File: config.mk
export PLATFORM = sky130hd
export DESIGN_NAME = fetch_unit
export DESIGN_NICKNAME = d
export VERILOG_FILES = /design/src/rtl/fetch_unit.sv
export SDC_FILE = /design/constraint.sdc
export NUM_CORES = 1
export LEC_CHECK = 0
export ABC_AREA = 1
export BUFFER_PORTS_ARGS = -buffer_cell sky130_fd_sc_hd__buf_2
export CORE_MARGIN = 5
export CORE_UTILIZATION = 57
export CTS_CLUSTER_SIZE = 24
export DETAILED_ROUTE_END_ITERATION = 6
export GPL_ROUTABILITY_DRIVEN = 0
export PLACE_DENSITY = 0.89
export SYNTH_ARGS = -nofsm -noshare
export SYNTH_HDL_FRONTEND = slang
export SYNTH_SLANG_ARGS = --single-unit
File: constraint.sdc
create_clock -name clock -period 5.08 [get_ports clock]
set_clock_uncertainty 0.15 [all_clocks]
set_input_delay 0.762 -clock clock [delete_from_list [all_inputs] [get_ports clock]]
set_output_delay 0.762 -clock clock [all_outputs]
set_load 0.02 [all_outputs]
File: src/rtl/fetch_unit.sv
// -----------------------------------------------------------------------------
// fetch_unit
//
// Instruction fetch stage in front of a 1-cycle-latency instruction memory.
// Holds the PC and drives the word address. The returning instruction word is
// captured, together with the PC that fetched it, into a small FIFO. Decode
// drains that FIFO over a valid/ready handshake. A branch redirect flushes
// everything and restarts fetch at the new PC. An out-of-range fetch parks the
// unit in HALT until a redirect or reset arrives.
//
// Parameters
//   ADDR_WIDTH   width of the word address / PC
//   INST_WIDTH   instruction width
//   QUEUE_DEPTH  FIFO entries (power of two, >= 2)
//   RESET_PC     PC loaded on reset
//
// Ports
//   clock           in   single clock, all state updates on posedge
//   reset           in   synchronous, active-high
//   inst_addr       out  word address to memory (redirect target bypasses pc)
//   inst_value      in   memory read data, valid the cycle after its address
//   validation      in   combinational in-range flag for inst_addr
//   redirect_valid  in   load redirect_pc and flush the FIFO and inflight fetch
//   redirect_pc     in   redirect target
//   out_valid       out  FIFO head holds an instruction
//   out_inst        out  head instruction (0 when empty)
//   out_pc          out  head PC (0 when empty)
//   out_ready       in   decode accepts the head this cycle
//   halted          out  fetch stopped on an out-of-range address
//
// Optional feature (macro FETCH_PERF_EN)
//   fetched_count   out  saturating count of FIFO pushes
//   stall_cycles    out  saturating count of RUN cycles without issue credit
// -----------------------------------------------------------------------------
module fetch_unit #(
  parameter int ADDR_WIDTH  = 5,
  parameter int INST_WIDTH  = 32,
  parameter int QUEUE_DEPTH = 4,
  parameter int RESET_PC    = 0
) (
  input  logic                  clock,
  input  logic                  reset,
  output logic [ADDR_WIDTH-1:0] inst_addr,
  input  logic [INST_WIDTH-1:0] inst_value,
  input  logic                  validation,
  input  logic                  redirect_valid,
  input  logic [ADDR_WIDTH-1:0] redirect_pc,
  output logic                  out_valid,
  output logic [INST_WIDTH-1:0] out_inst,
  output logic [ADDR_WIDTH-1:0] out_pc,
  input  logic                  out_ready,
`ifdef FETCH_PERF_EN
  output logic [31:0]           fetched_count,
  output logic [31:0]           stall_cycles,
`endif
  output logic                  halted
);

  localparam int PTR_W = $clog2(QUEUE_DEPTH);
  localparam int CNT_W = PTR_W + 1;
  localparam logic [ADDR_WIDTH-1:0] RESET_PC_A = ADDR_WIDTH'(RESET_PC);
  localparam logic [CNT_W-1:0]      DEPTH_C    = CNT_W'(QUEUE_DEPTH);

  typedef enum logic {
    ST_RUN  = 1'b0,
    ST_HALT = 1'b1
  } state_e;

  state_e                state_q, state_d;
  logic [ADDR_WIDTH-1:0] pc_q, pc_d;
  logic                  inflight_q, inflight_d;
  logic [ADDR_WIDTH-1:0] inflight_pc_q, inflight_pc_d;
  logic [PTR_W-1:0]      wr_ptr_q, wr_ptr_d;
  logic [PTR_W-1:0]      rd_ptr_q, rd_ptr_d;
  logic [CNT_W-1:0]      count_q, count_d;

  logic [INST_WIDTH-1:0] fifo_inst_q [QUEUE_DEPTH];
  logic [ADDR_WIDTH-1:0] fifo_pc_q   [QUEUE_DEPTH];

  logic [CNT_W-1:0] occupancy;
  logic             has_credit;
  logic             can_issue;
  logic             issue_ok;
  logic             issue_bad;
  logic             push;
  logic             pop;

  // ---------------------------------------------------------------------------
  // Issue / handshake decode
  // ---------------------------------------------------------------------------
  // Credit counts both queued entries and the response still on its way back,
  // so a response always has a free slot when it lands. Registered values only:
  // a pop this cycle frees credit starting next cycle.
  assign occupancy  = count_q + CNT_W'(inflight_q);
  assign has_credit = (occupancy < DEPTH_C);

  // A redirect flushes the FIFO and the pending response, so it always has
  // credit and also leaves HALT in the same cycle.
  assign can_issue = redirect_valid || ((state_q == ST_RUN) && has_credit);
  assign issue_ok  = can_issue && validation;
  assign issue_bad = can_issue && !validation;

  assign inst_addr = reset          ? RESET_PC_A :
                     redirect_valid ? redirect_pc : pc_q;

  assign out_valid = (count_q != '0);
  assign pop       = out_valid && out_ready;
  // A response belonging to the pre-redirect stream is dropped.
  assign push      = inflight_q && !redirect_valid;

  assign out_inst  = out_valid ? fifo_inst_q[rd_ptr_q] : '0;
  assign out_pc    = out_valid ? fifo_pc_q[rd_ptr_q]   : '0;
  assign halted    = (state_q == ST_HALT);

  // ---------------------------------------------------------------------------
  // FSM next state
  // ---------------------------------------------------------------------------
  // NOTE: every signal assigned in an always_comb gets a default first, so no
  // path can leave it unassigned and infer a latch.
  always_comb begin
    state_d = state_q;
    if (issue_bad) begin
      state_d = ST_HALT;
    end else if (redirect_valid) begin
      state_d = ST_RUN;
    end
  end

  // ---------------------------------------------------------------------------
  // Datapath next state
  // ---------------------------------------------------------------------------
  always_comb begin
    pc_d          = pc_q;
    inflight_d    = 1'b0;
    inflight_pc_d = inflight_pc_q;
    wr_ptr_d      = wr_ptr_q;
    rd_ptr_d      = rd_ptr_q;
    count_d       = count_q;

    if (issue_ok) begin
      inflight_d    = 1'b1;
      inflight_pc_d = inst_addr;
      pc_d          = inst_addr + ADDR_WIDTH'(1);
    end else if (issue_bad) begin
      // Park on the failing address; equals the held pc unless a redirect
      // pointed straight out of range.
      pc_d = inst_addr;
    end

    if (redirect_valid) begin
      // Any pop this cycle has already been accepted by decode; the rest of
      // the queue is discarded.
      wr_ptr_d = '0;
      rd_ptr_d = '0;
      count_d  = '0;
    end else begin
      wr_ptr_d = wr_ptr_q + PTR_W'(push);
      rd_ptr_d = rd_ptr_q + PTR_W'(pop);
      count_d  = count_q + CNT_W'(push) - CNT_W'(pop);
    end
  end

  // ---------------------------------------------------------------------------
  // State registers
  // ---------------------------------------------------------------------------
  // NOTE: sequential state uses non-blocking assignments so every register
  // samples the pre-edge value of every other register.
  always_ff @(posedge clock) begin
    if (reset) begin
      state_q       <= ST_RUN;
      pc_q          <= RESET_PC_A;
      inflight_q    <= 1'b0;
      inflight_pc_q <= '0;
      wr_ptr_q      <= '0;
      rd_ptr_q      <= '0;
      count_q       <= '0;
    end else begin
      state_q       <= state_d;
      pc_q          <= pc_d;
      inflight_q    <= inflight_d;
      inflight_pc_q <= inflight_pc_d;
      wr_ptr_q      <= wr_ptr_d;
      rd_ptr_q      <= rd_ptr_d;
      count_q       <= count_d;
    end
  end

  // NOTE: FIFO storage is deliberately not reset; count_q qualifies every
  // read, and the head outputs are masked to 0 while the queue is empty.
  always_ff @(posedge clock) begin
    if (push) begin
      fifo_inst_q[wr_ptr_q] <= inst_value;
      fifo_pc_q[wr_ptr_q]   <= inflight_pc_q;
    end
  end

`ifdef FETCH_PERF_EN
  // ---------------------------------------------------------------------------
  // Performance counters (saturating)
  // ---------------------------------------------------------------------------
  logic [31:0] fetched_count_q;
  logic [31:0] stall_cycles_q;
  logic        stall_now;

  assign stall_now = (state_q == ST_RUN) && !redirect_valid && !has_credit;

  always_ff @(posedge clock) begin
    if (reset) begin
      fetched_count_q <= '0;
      stall_cycles_q  <= '0;
    end else begin
      if (push && !(&fetched_count_q)) begin
        fetched_count_q <= fetched_count_q + 32'd1;
      end
      if (stall_now && !(&stall_cycles_q)) begin
        stall_cycles_q <= stall_cycles_q + 32'd1;
      end
    end
  end

  assign fetched_count = fetched_count_q;
  assign stall_cycles  = stall_cycles_q;
`endif

endmodule

Word level (Yosys, flattened, before mapping):

Memories as Yosys holds them, arrays and structs flattened. A register that Yosys moved wholly into a read port is not among the register bits.
Index checks and enable logic that the tools add are counted.

* register bits after elaboration: 19
* bits in latches: 0
* RAM bits: 148
* ROM bits: 0
* input port bits: 42
* output and inout bits: 44
* word-level logic and storage cells: 42
* memories: 2

* add/subtract/negate cells: 6
* multipliers: 0
* div/mod/pow operators: 0
* magnitude comparators: 1
* eq/ne operators: 0
* shift operators: 0
* muxes and demuxes: 13
* bitwise logic cells: 1
* reduce and logical (&&, ||, !) cells: 12

Memories
* fifo_inst_q: depth 4, bits a word 32, read ports 1, clocked after Yosys merged registers in 1, wr ports 1, RTL line 77 `logic [INST_WIDTH-1:0] fifo_inst_q [QUEUE_DEPTH];`
* fifo_pc_q: depth 4, bits a word 5, read ports 1, clocked after Yosys merged registers in 1, wr ports 1, RTL line 78 `logic [ADDR_WIDTH-1:0] fifo_pc_q [QUEUE_DEPTH];`

Operator list (count)
* 2-to-1 mux 32 bit: 1
* 2-to-1 mux 5 bit: 5
* adder 3 x 1 -> 3 bit: 2
* adder 5 x 1 -> 5 bit, second input constant: 1
* logical AND 1 bit: 5
* 2-to-1 mux 1 bit: 5
* adder 2 x 1 -> 2 bit: 2
* 2-to-1 mux 2 bit: 2
* nonzero test 2 bit: 2
* less-than comparator 3 bit, second input constant: 1
* nonzero test 3 bit: 1
* subtractor 3 x 1 -> 3 bit: 1
* zero test 1 bit: 2
* OR reduction 2 bit: 1
* logical OR 1 bit: 1
* NOT 1 bit: 1

Longest topological paths before layout:

Gate-level depths: netlist of the first run.

* word-level depth: 7
* gate-level depth with buffers: 10
* gate-level depth less buffers: 10

Worst setup path before layout of the first run:

Ideal clock, no wire load.

* kind: input to register
* start: input redirect_valid
* end: memory fifo_inst_q[0][0] (enable)
* library setup time: 0.478 ns
* data arrival time: 3.629 ns
* required time: 4.452 ns
* slack: 0.823 ns
* stages on the path: 4
* path buffers: 1
* cells stage by stage: buf_6 > inv_8 > nand2_1 > nor3_1

* word-level cells in the longest chain between the ends: 4

RTL lines
* from (decl): RTL line 46 `input logic redirect_valid,`
* zero test 1 bit: RTL line 109 `assign push = inflight_q && !redirect_valid;`
* logical AND 1 bit: RTL line 109
* 2-to-1 mux 1 bit: RTL line 191 `if (push) begin`
* 2-to-1 mux 1 bit (implied by the code): RTL line 192 `fifo_inst_q[wr_ptr_q] <= inst_value;`
* to (decl): RTL line 77

Every way passes these cells.

==> metrics.cfg, run 1 <==
[synth]
yosys_warnings = 0
synth-edff-count = 148
synthArstFlopShare_pct = 0
synth_top_area_cell = edfxtp_1
synth_cells = 572
ys_seq_area_share_pct = 71.62
ys.flop_type = edfxtp_1
synthTopCellsByArea = edfxtp_1, nor2_1, o21ai_0, dfxtp_1, a21oi_1
synthesis.nets = 618
ys_types = 32
synth_area_um2 = 6736
synth.top_cell.area_share_pct = 65.97
synth.most_common_cell = nor2_1
ys_top_cells_by_count = nor2_1, edfxtp_1, o21ai_0
postSynthAreaPerCell_um2 = 11.78
ys_ff_latch = 167

[global_route]
grt_max_degree = 77
grt_pass1_vias = 4657
grtUsageTotal_pct = 20.38
grt_pass1_wl_um = 22510
grt_use_met3_pct = 5.444
gr-max-usage-layer = met2
grt_use_met2_pct = 34.35
met1_usage_pct = 25.46
antenna_found_initial = 0
gr-total-overflow = 0

[cells_and_area]
syn2layout_area_growth_pct = 16.10
finalNetCount = 698
final_util_pct = 67.92
drive_gt1_share_pct = 21.65
diodes = 0

[worst_setup_path]
cp.required_ps = 4170
criticalPathCategory = reg -> out
rr_startpoint = count_q[1]$_SDFF_PP0_
crit_path_end = out_inst[15]
r2r_slack_ps = 2870
rr_worst_depth = 9
worstPathArrival_ps = 2300
worstPathCellList = inv_1, nor2_1, o21ai_0, a21oi_1, buf_2
critPathMaxFanout = 38
reg2reg_to = count_q[2]$_SDFF_PP0_
end_kind = output port
slowest_stage = inv_1
critPathLaunchType = flop
slowest_delay_ps = 940
crit_start = rd_ptr_q[1]$_SDFF_PP0_

[routing]
vias = 4532
dr.pass1.iters = 7
totalWireLength_um = 14020
vias_per_cell = 5.609
initialDrtViolationCount = 579
drtAntennaViolNets = 0
drc = 0
avgRoutedWirePerCell_um = 17.35

[timing]
rsz0062_at_grt = false
worstMarginPinSlew_ps = 1316
fin_crit_sh_pct = 63.25
max_freq_mhz = 311.2
drv_slew = 0
post-route-min-period_ps = 3213
finalHoldViolations = 0
setup_tns_ps = 0
relSlewSlack_pct = 12.14
setup_viol = 0

[placement]
port_buffers = 85
dp_hpwl_um = 8111

[cts]
htree_num_levels = 4
cts.sinks = 167
cts_buffers = 17
post_cts_buffers = 0
holdBufCountCts = 0
clk_path_buf_depth = 2
clk_pin_slew_ps = 60
cts_tree = done
cts_root_buf = clkbuf_16
cts-resized-gates = 0
clk_latency_ps = 420

[hold_path]
hold_class = reg -> reg
hp-start = inflight_pc_q[1]$_SDFFE_PP0P_

[die]
rows = 39
die_area_um2 = 14090
initial_utilization_pct = 58.50
pin_count = 86
core_um2 = 11520
die_w_um = 118.7
die_h_um = 118.7

[pwr]
power_density_nw_per_um2 = 373.8
vdd_drop_max_mv = 0.1919
leakagePower_nw = 2.974

[outcome]
status = finished, final reports clean

[run]
timing.max_cap.violations = 0

-- registers in the layout, indices dropped and copies added, names as in the netlist --
signal         flops
count_q            3
fifo_inst_q      128
fifo_pc_q         20
halted             1
inflight_pc_q      5
inflight_q         1
pc_q               5
rd_ptr_q           2
wr_ptr_q           2
-- logic make-up after synthesis --
| logic type | after synthesis | share of synthesized area, % |
|---|---|---|
| AO/OA/AOI/OAI | 126 | 9.528 |
| XOR/XNOR | 4 | 0.5202 |
| adder cells (fa/ha/maj) | 4 | 0.8545 |
| buffers and inverters | 55 | 4.142 |
| flip-flops | 167 | 71.62 |
| AND/OR/NAND/NOR | 216 | 13.34 |
-- worst min path at each step --
stage / to / slack (ps) / cells past startpoint
after floorplan: fifo_pc_q[0][0]$_DFFE_PP_ / 310 / 0
after global placement: fifo_pc_q[2][3]$_DFFE_PP_ / 330 / 0
after detailed placement: fifo_pc_q[2][1]$_DFFE_PP_ / 350 / 0
after CTS: fifo_pc_q[2][1]$_DFFE_PP_ / 360 / 0
after global routing: fifo_pc_q[0][1]$_DFFE_PP_ / 380 / 0
final: fifo_pc_q[2][1]$_DFFE_PP_ / 360 / 0
-- placed cells by master (no fill, tap or decap), types with 6 or more instances in the layout --
cell type and instances:
clkinv_2 6, a21oi_1 43, nand3_1 10, nand2_1 25
nor2_1 163, edfxtp_1 148, o21ai_0 80, inv_1 19
dfxtp_1 18, clkbuf_16 21, buf_2 85, buf_4 7
-- through the flow --
| stage | total power (W) | hold slack [ps] | instances | worst slack [ps] | area (um^2) |
|---|---|---|---|---|---|
| 2_1_floorplan | 0.001659 | 310.8 | 572 | 823.4 | 6736 |
| 3_3_place_gp | 0.001718 | 334.3 | 776 | 2404 | 7244 |
| 3_5_place_dp | 0.001727 | 349.7 | 776 | 2329 | 7244 |
| 4_1_cts | 0.002932 | 361.1 | 808 | 1826 | 7821 |
| 5_1_grt | 0.003023 | 381.4 | 808 | 1710 | 7821 |
| 6_report | 0.002924 | 360.4 | 808 | 1867 | 7821 |
-- final cells by class --
class	count	area (um^2)
well taps	143	178.9
multi-input cells	350	1659
clock inverters	7	36.28
clock buffers	25	540.5
fillers	770	3695
flip-flops and latches	167	4826
inverters	24	102.6
repair buffers	92	478.0
-- critical path: cells and delay by family (launching register included) --
kind	cells	cell delay, ps
flip-flops	1	310
AND/OR/NAND/NOR	1	160
AO/OA/AOI/OAI	2	280
buffers and inverters	2	1130
-- power by group --
group	switching (W)	internal [W]	total, W
clock network	0.000488	0.000737	0.00122
registers	0.0000118	0.00152	0.00153
logic	0.000119	0.0000523	0.000171
total	0.000618	0.00231	0.00292
-- per-layer routing --
metal / wire [um] / share of wire, %
met4: 221 / 1.6
met5: 0 / 0
met1: 5728 / 41
met2: 7181 / 51
met3: 884 / 6.3
No activity file was read; power rests on OpenSTA's default activity.
==> inputs of run 2 (changes only) <==
==> config.mk (replaced) <==
export PLATFORM = sky130hd
export DESIGN_NAME = fetch_unit
export DESIGN_NICKNAME = d
export VERILOG_FILES = /design/src/rtl/fetch_unit.sv
export SDC_FILE = /design/constraint.sdc
export NUM_CORES = 1
export LEC_CHECK = 0
export ABC_AREA = 0
export BUFFER_PORTS_ARGS = -buffer_cell sky130_fd_sc_hd__buf_2
export CORE_MARGIN = 5
export CORE_UTILIZATION = 52
export CTS_CLUSTER_SIZE = 24
export DETAILED_ROUTE_END_ITERATION = 6
export GPL_ROUTABILITY_DRIVEN = 0
export PLACE_DENSITY = 0.86
export SYNTH_ARGS = -nofsm -noshare
export SYNTH_HDL_FRONTEND = slang
export SYNTH_SLANG_ARGS = --single-unit
==> constraint.sdc (replaced) <==
create_clock -name clock -period 2.6 [get_ports clock]
set_clock_uncertainty 0.15 [all_clocks]
set_input_delay 0.39 -clock clock [delete_from_list [all_inputs] [get_ports clock]]
set_output_delay 0.39 -clock clock [all_outputs]
set_load 0.02 [all_outputs]
==> run 2 against run 1 <==
  * Sequential power grew 95%
  * Largest power group unchanged
  * Non-clock buffer count grew 3
  * Largest cell class unchanged
  * Synthesized cell count shrank 40%
  * Cell count shrank 23%
  * Combinational power grew 73%
==> metrics.cfg, run 2 <==
[die]
pin_count = 86
die_area_um2 = 14930
die_w_um = 122.2
core_um2 = 12470
rows = 41
die_h_um = 122.2
initial_utilization_pct = 52.48

[worst_setup_path]
reg2reg_to = count_q[2]$_SDFF_PP0_
worstPathArrival_ps = 1930
r2r_slack_ps = 360
critPathLaunchType = flop
rr_worst_depth = 9
end_kind = output port
rr_startpoint = count_q[1]$_SDFF_PP0_
cp.required_ps = 2060
critPathMaxFanout = 19
criticalPathCategory = reg -> out

[synth]
yosys_warnings = 0
synthAdderAreaFrac_pct = 0.8797
ys_ff_latch = 167
synthMuxAreaShare_pct = 13.50
synth_top_area_cell = edfxtp_1
postSynthAreaPerCell_um2 = 19.13
synth_cells = 342
ys.flop_type = edfxtp_1
ys_seq_area_share_pct = 73.74
synth.top_cell.area_share_pct = 67.93
synth_top_family_by_area = multiplexers
synth-edff-count = 148
synthTopCellsByArea = edfxtp_1, mux4_2, dfxtp_1, and2_1, nor2_1
synth_area_um2 = 6543
synth-simple-area-share_pct = 7.038
synthArstFlopShare_pct = 0
synth-xor-area-share_pct = 1.339
ys_top_cells_by_count = edfxtp_1, and2_1, mux4_2
synth_compound_area_share_pct = 1.817
synth.most_common_cell = edfxtp_1
ys_types = 36
synthesis.nets = 388

[routing]
avgRoutedWirePerCell_um = 18.75
drc = 0
drtAntennaViolNets = 0
dr.pass1.iters = 4
vias_per_cell = 5.356
totalWireLength_um = 11640
vias = 3326
initialDrtViolationCount = 198

[global_route]
grt_pass1_wl_um = 18240
antenna_found_initial = 1
grt_max_degree = 40
grt_pass1_vias = 3482
gr-total-overflow = 0
grtUsageTotal_pct = 16.58

[timing]
relSlewSlack_pct = 67.33
setup_viol = 0
fin_crit_sh_pct = 94.96
post-route-min-period_ps = 2469
setup_tns_ps = 0
finalHoldViolations = 0
worst_slack_ps = 131.1
worstMarginPinSlew_ps = 490.1
rsz0062_at_grt = false
holdWs_ps = 38.12
drv_slew = 0
max_freq_mhz = 405.0

[hold_path]
hp-start = inst_value[18]
whs_path_depth = 1
holdPathEnd = fifo_inst_q[3][18]$_DFFE_PP_
hold_class = in -> reg

[cts]
clk_latency_ps = 410
cts_buffers = 17
cts.sinks = 167
clk_path_buf_depth = 2
htree_num_levels = 4
cts_root_buf = clkbuf_16
post_cts_buffers = 0
cts_tree = done
clk_pin_slew_ps = 60

[placement]
dp_hpwl_um = 7007
pre_cts_slack_ps = 260.1
port_buffers = 85

[cells_and_area]
drive_gt1_share_pct = 37.42
largest_reg_flops = 128
mostFrequentLayoutCell = edfxtp_1
mostFrequentLayoutCells = edfxtp_1, buf_2, and2_1
top_register = fifo_inst_q
final_util_pct = 62.78
finalNetCount = 483
reg_top3 = fifo_inst_q x128, fifo_pc_q x20
n_fill_cell = 863
syn2layout_area_growth_pct = 19.62
diodes = 0

[pwr]
power.total_w = 0.005670
leakagePower_nw = 2.782
vdd_drop_max_mv = 0.3810
power_density_nw_per_um2 = 724.4

[outcome]
status = finished, final reports clean

[run]
timing.max_cap.violations = 0

[run 2: changes by cell type after synthesis, moves of 6 or more]
cell	change
a21oi_1	-40
mux4_2	+37
nand3_1	-6
buf_2	-7
inv_1	-17
o21ai_0	-78
nor2_1	-144
nand2_1	-22
and2_1	+38
[run 2: metal layers]
layer / global-route usage [%] / vias to the layer above / share of wire, %
met3: 5.710 / 16 / 5.7
met2: 27.00 / 85 / 50
met5: 0 / - / 0.060
met4: 5.458 / 2 / 1.5
met1: 21.06 / 1695 / 43
li1: - / 1528 / -
[run 2: worst max-delay path: stages (launching register included)]
cell and delay [ps]:
dfxtp_2 410, clkbuf_16 260, mux4_2 500, and2_1 180, buf_2 160
[run 2: power breakdown]
| group | leakage [nW] | switching (W) | total, W | internal (W) |
|---|---|---|---|---|
| registers | 1.50 | 0.0000208 | 0.00298 | 0.00296 |
| logic | 1.00 | 0.000174 | 0.000295 | 0.000121 |
| clock network | 0.281 | 0.000911 | 0.00240 | 0.00148 |
[run 2: timing repair]
item,CTS,global route
resized for setup,0,1
endpoints found under the setup margin,0,20
hold buffers,0,0
[run 2: layout make-up]
cell class	instances	area [um^2]	area share (%)
inverter	3	11.26	0.1439
timing repair buffer	95	575.6	7.354
multi-input combinational	153	1629	20.82
clock inverter	12	135.1	1.727
clock buffer	19	432.9	5.532
tap	172	215.2	2.750
sequential	167	4827	61.68
[run 2: how the worst max path moves through the flow]
stage	depth (start not counted)	endpoint	from	slack, ps
after floorplan	5	fifo_inst_q[2][0]$_DFFE_PP_	redirect_valid	90
after global placement	9	count_q[2]$_SDFF_PP0_	redirect_valid	350
after detailed placement	9	count_q[2]$_SDFF_PP0_	redirect_valid	260
after CTS	4	out_inst[29]	rd_ptr_q[0]$_SDFF_PP0_	20
after global routing	4	out_inst[29]	rd_ptr_q[0]$_SDFF_PP0_	40
final	4	out_inst[10]	rd_ptr_q[0]$_SDFF_PP0_	130
[run 2: cells by family after synthesis]
logic type	count (synthesis)
XOR/XNOR	10
AND/OR/NAND/NOR	81
buffers and inverters	22
flip-flops	167
AO/OA/AOI/OAI	16
adder cells (fa/ha/maj)	4
multiplexers	42
[run 2: per-stage QoR]
stage	std cells	instance area (um^2)
finish	621	7826
global route	621	7826
CTS	620	7794
detailed placement	589	7226
global placement	589	7226
floorplan	342	6556
==> inputs of run 3 (changes only) <==
--- a/config.mk
+++ b/config.mk
@@ -13,6 +13,7 @@
 export DETAILED_ROUTE_END_ITERATION = 6
 export GPL_ROUTABILITY_DRIVEN = 0
 export PLACE_DENSITY = 0.86
+export RECOVER_POWER = 100
 export SYNTH_ARGS = -nofsm -noshare
 export SYNTH_HDL_FRONTEND = slang
 export SYNTH_SLANG_ARGS = --single-unit
==> run 3 against run 2 <==
  * First-iteration DRC count shrank 17%
  * Via count grew 0.12%
  * Die area is the same
  * Critical path depth is the same
  * Clock power is essentially flat
  * Sequential power is essentially flat
  * Non-clock buffer count is the same
  * Cell area shrank 1.6%
  * Critical path type unchanged
  * Critical endpoint is now out_inst[2]
  * Highest routed layer unchanged
==> metrics.cfg, run 3 (synthesis results as in run 2) <==
[cells_and_area]
largest_reg_flops = 128
finalNetCount = 483
mostFrequentLayoutCell = edfxtp_1
mostFrequentLayoutCells = edfxtp_1, clkbuf_1, clkbuf_2
syn2layout_area_growth_pct = 17.71
diodes = 0
reg_top3 = fifo_inst_q x128, fifo_pc_q x20
top_register = fifo_inst_q
fin_area_um2 = 7701
drive_gt1_share_pct = 27.84

[worst_setup_path]
slowest_stage = mux4_2
worst-path-buf-inv = 2
slowest_delay_ps = 500
end_kind = output port
critPathTopFamily = multiplexers
critPathMaxFanout = 19
critPathLaunchType = flop
worstPathCellList = clkbuf_16, mux4_2, and2_1, clkbuf_2
cp.required_ps = 2060
criticalPathCategory = reg -> out
worstPathArrival_ps = 1940

[die]
pin_count = 86
die_h_um = 122.2
die_w_um = 122.2
rows = 41
core_um2 = 12470
die_area_um2 = 14930
initial_utilization_pct = 52.48

[cts]
cts.sinks = 167
cts_root_buf = clkbuf_16
holdBufCountCts = 0
clk_path_buf_depth = 2
clk_latency_ps = 410
htree_num_levels = 4
clk_pin_slew_ps = 60
cts_buffers = 17
post_cts_buffers = 0
cts_tree = done

[placement]
dp_hpwl_um = 7007
dpl_cell_area_um2 = 7226
port_buffers = 85
pre_cts_slack_ps = 260.1

[timing]
relSlewSlack_pct = 25.53
worst_slack_ps = 117.4
setup_viol = 0
drv_slew = 0
worstMarginPinSlew_ps = 1117
fin_crit_sh_pct = 95.48
max_freq_mhz = 402.8
post-route-min-period_ps = 2483
setup_tns_ps = 0
rsz0062_at_grt = false
finalHoldViolations = 0

[routing]
drc = 0
vias = 3330
totalWireLength_um = 11640
avgRoutedWirePerCell_um = 18.75
drtAntennaViolNets = 0
vias_per_cell = 5.362
initialDrtViolationCount = 164
dr.pass1.iters = 4

[hold_path]
hold_class = in -> reg

[global_route]
grt_pass1_wl_um = 18240
grt_pass1_vias = 3482
grtUsageTotal_pct = 16.58
antenna_found_initial = 1
grt_max_degree = 40
gr-total-overflow = 0

[pwr]
power_density_nw_per_um2 = 735.0
leakagePower_nw = 2.617
vdd_drop_max_mv = 0.3800
power.total_w = 0.005661

[outcome]
status = finished, final reports clean

[run]
timing.max_cap.violations = 0

## run 3: power by group
group / internal [W] / leakage [nW] / switching [W]
Sequential: 0.00296 / 1.50 / 0.0000206
Clock: 0.00148 / 0.281 / 0.000914
Combinational: 0.000108 / 0.838 / 0.000174
## run 3: repair_timing
| action | in CTS | in global routing |
|---|---|---|
| gates resized for setup | 0 | 1 |
| hold endpoints to repair | 0 | 0 |
| endpoints found under the setup margin | 0 | 20 |
## run 3: routing by layer
| metal | vias to the layer above | routed length, um | track usage [%] | share of wire (%) |
|---|---|---|---|---|
| met4 | 2 | 171 | 5.458 | 1.5 |
| met5 | - | 11 | 0 | 0.094 |
| met2 | 94 | 5755 | 27.00 | 49 |
| met1 | 1689 | 4959 | 21.06 | 43 |
| met3 | 16 | 746 | 5.710 | 6.4 |
| li1 | 1529 | - | - | - |
## run 3: layout make-up
cell class                 count  area, um^2
sequential                   167        4827
fill                         901        4765
multi-input combinational    153        1604
timing repair buffer          95       475.5
clock buffer                  19       432.9
tap                          172       215.2
clock inverter                12       135.1
inverter                       3       11.26
## run 3: worst paths after layout
path,slack (ps),depth (start not counted),from,to
min reg2reg,350,2,pc_q[3]$_SDFFE_PP0P_,pc_q[3]$_SDFFE_PP0P_
min,80,1,inst_value[18],fifo_inst_q[3][18]$_DFFE_PP_
max,120,4,rd_ptr_q[0]$_SDFF_PP0_,out_inst[2]
max reg2reg,310,3,inflight_q$_SDFF_PP0_,fifo_inst_q[0][19]$_DFFE_PP_
## run 3: per-stage QoR
step                hold slack, ps  std cells  util (%)
finish                       80.13        621     61.78
global placement             326.0        589     57.96
CTS                          16.49        620     62.52
global route                 75.49        621     61.78
floorplan                    310.7        342         -
detailed placement           354.9        589     57.96
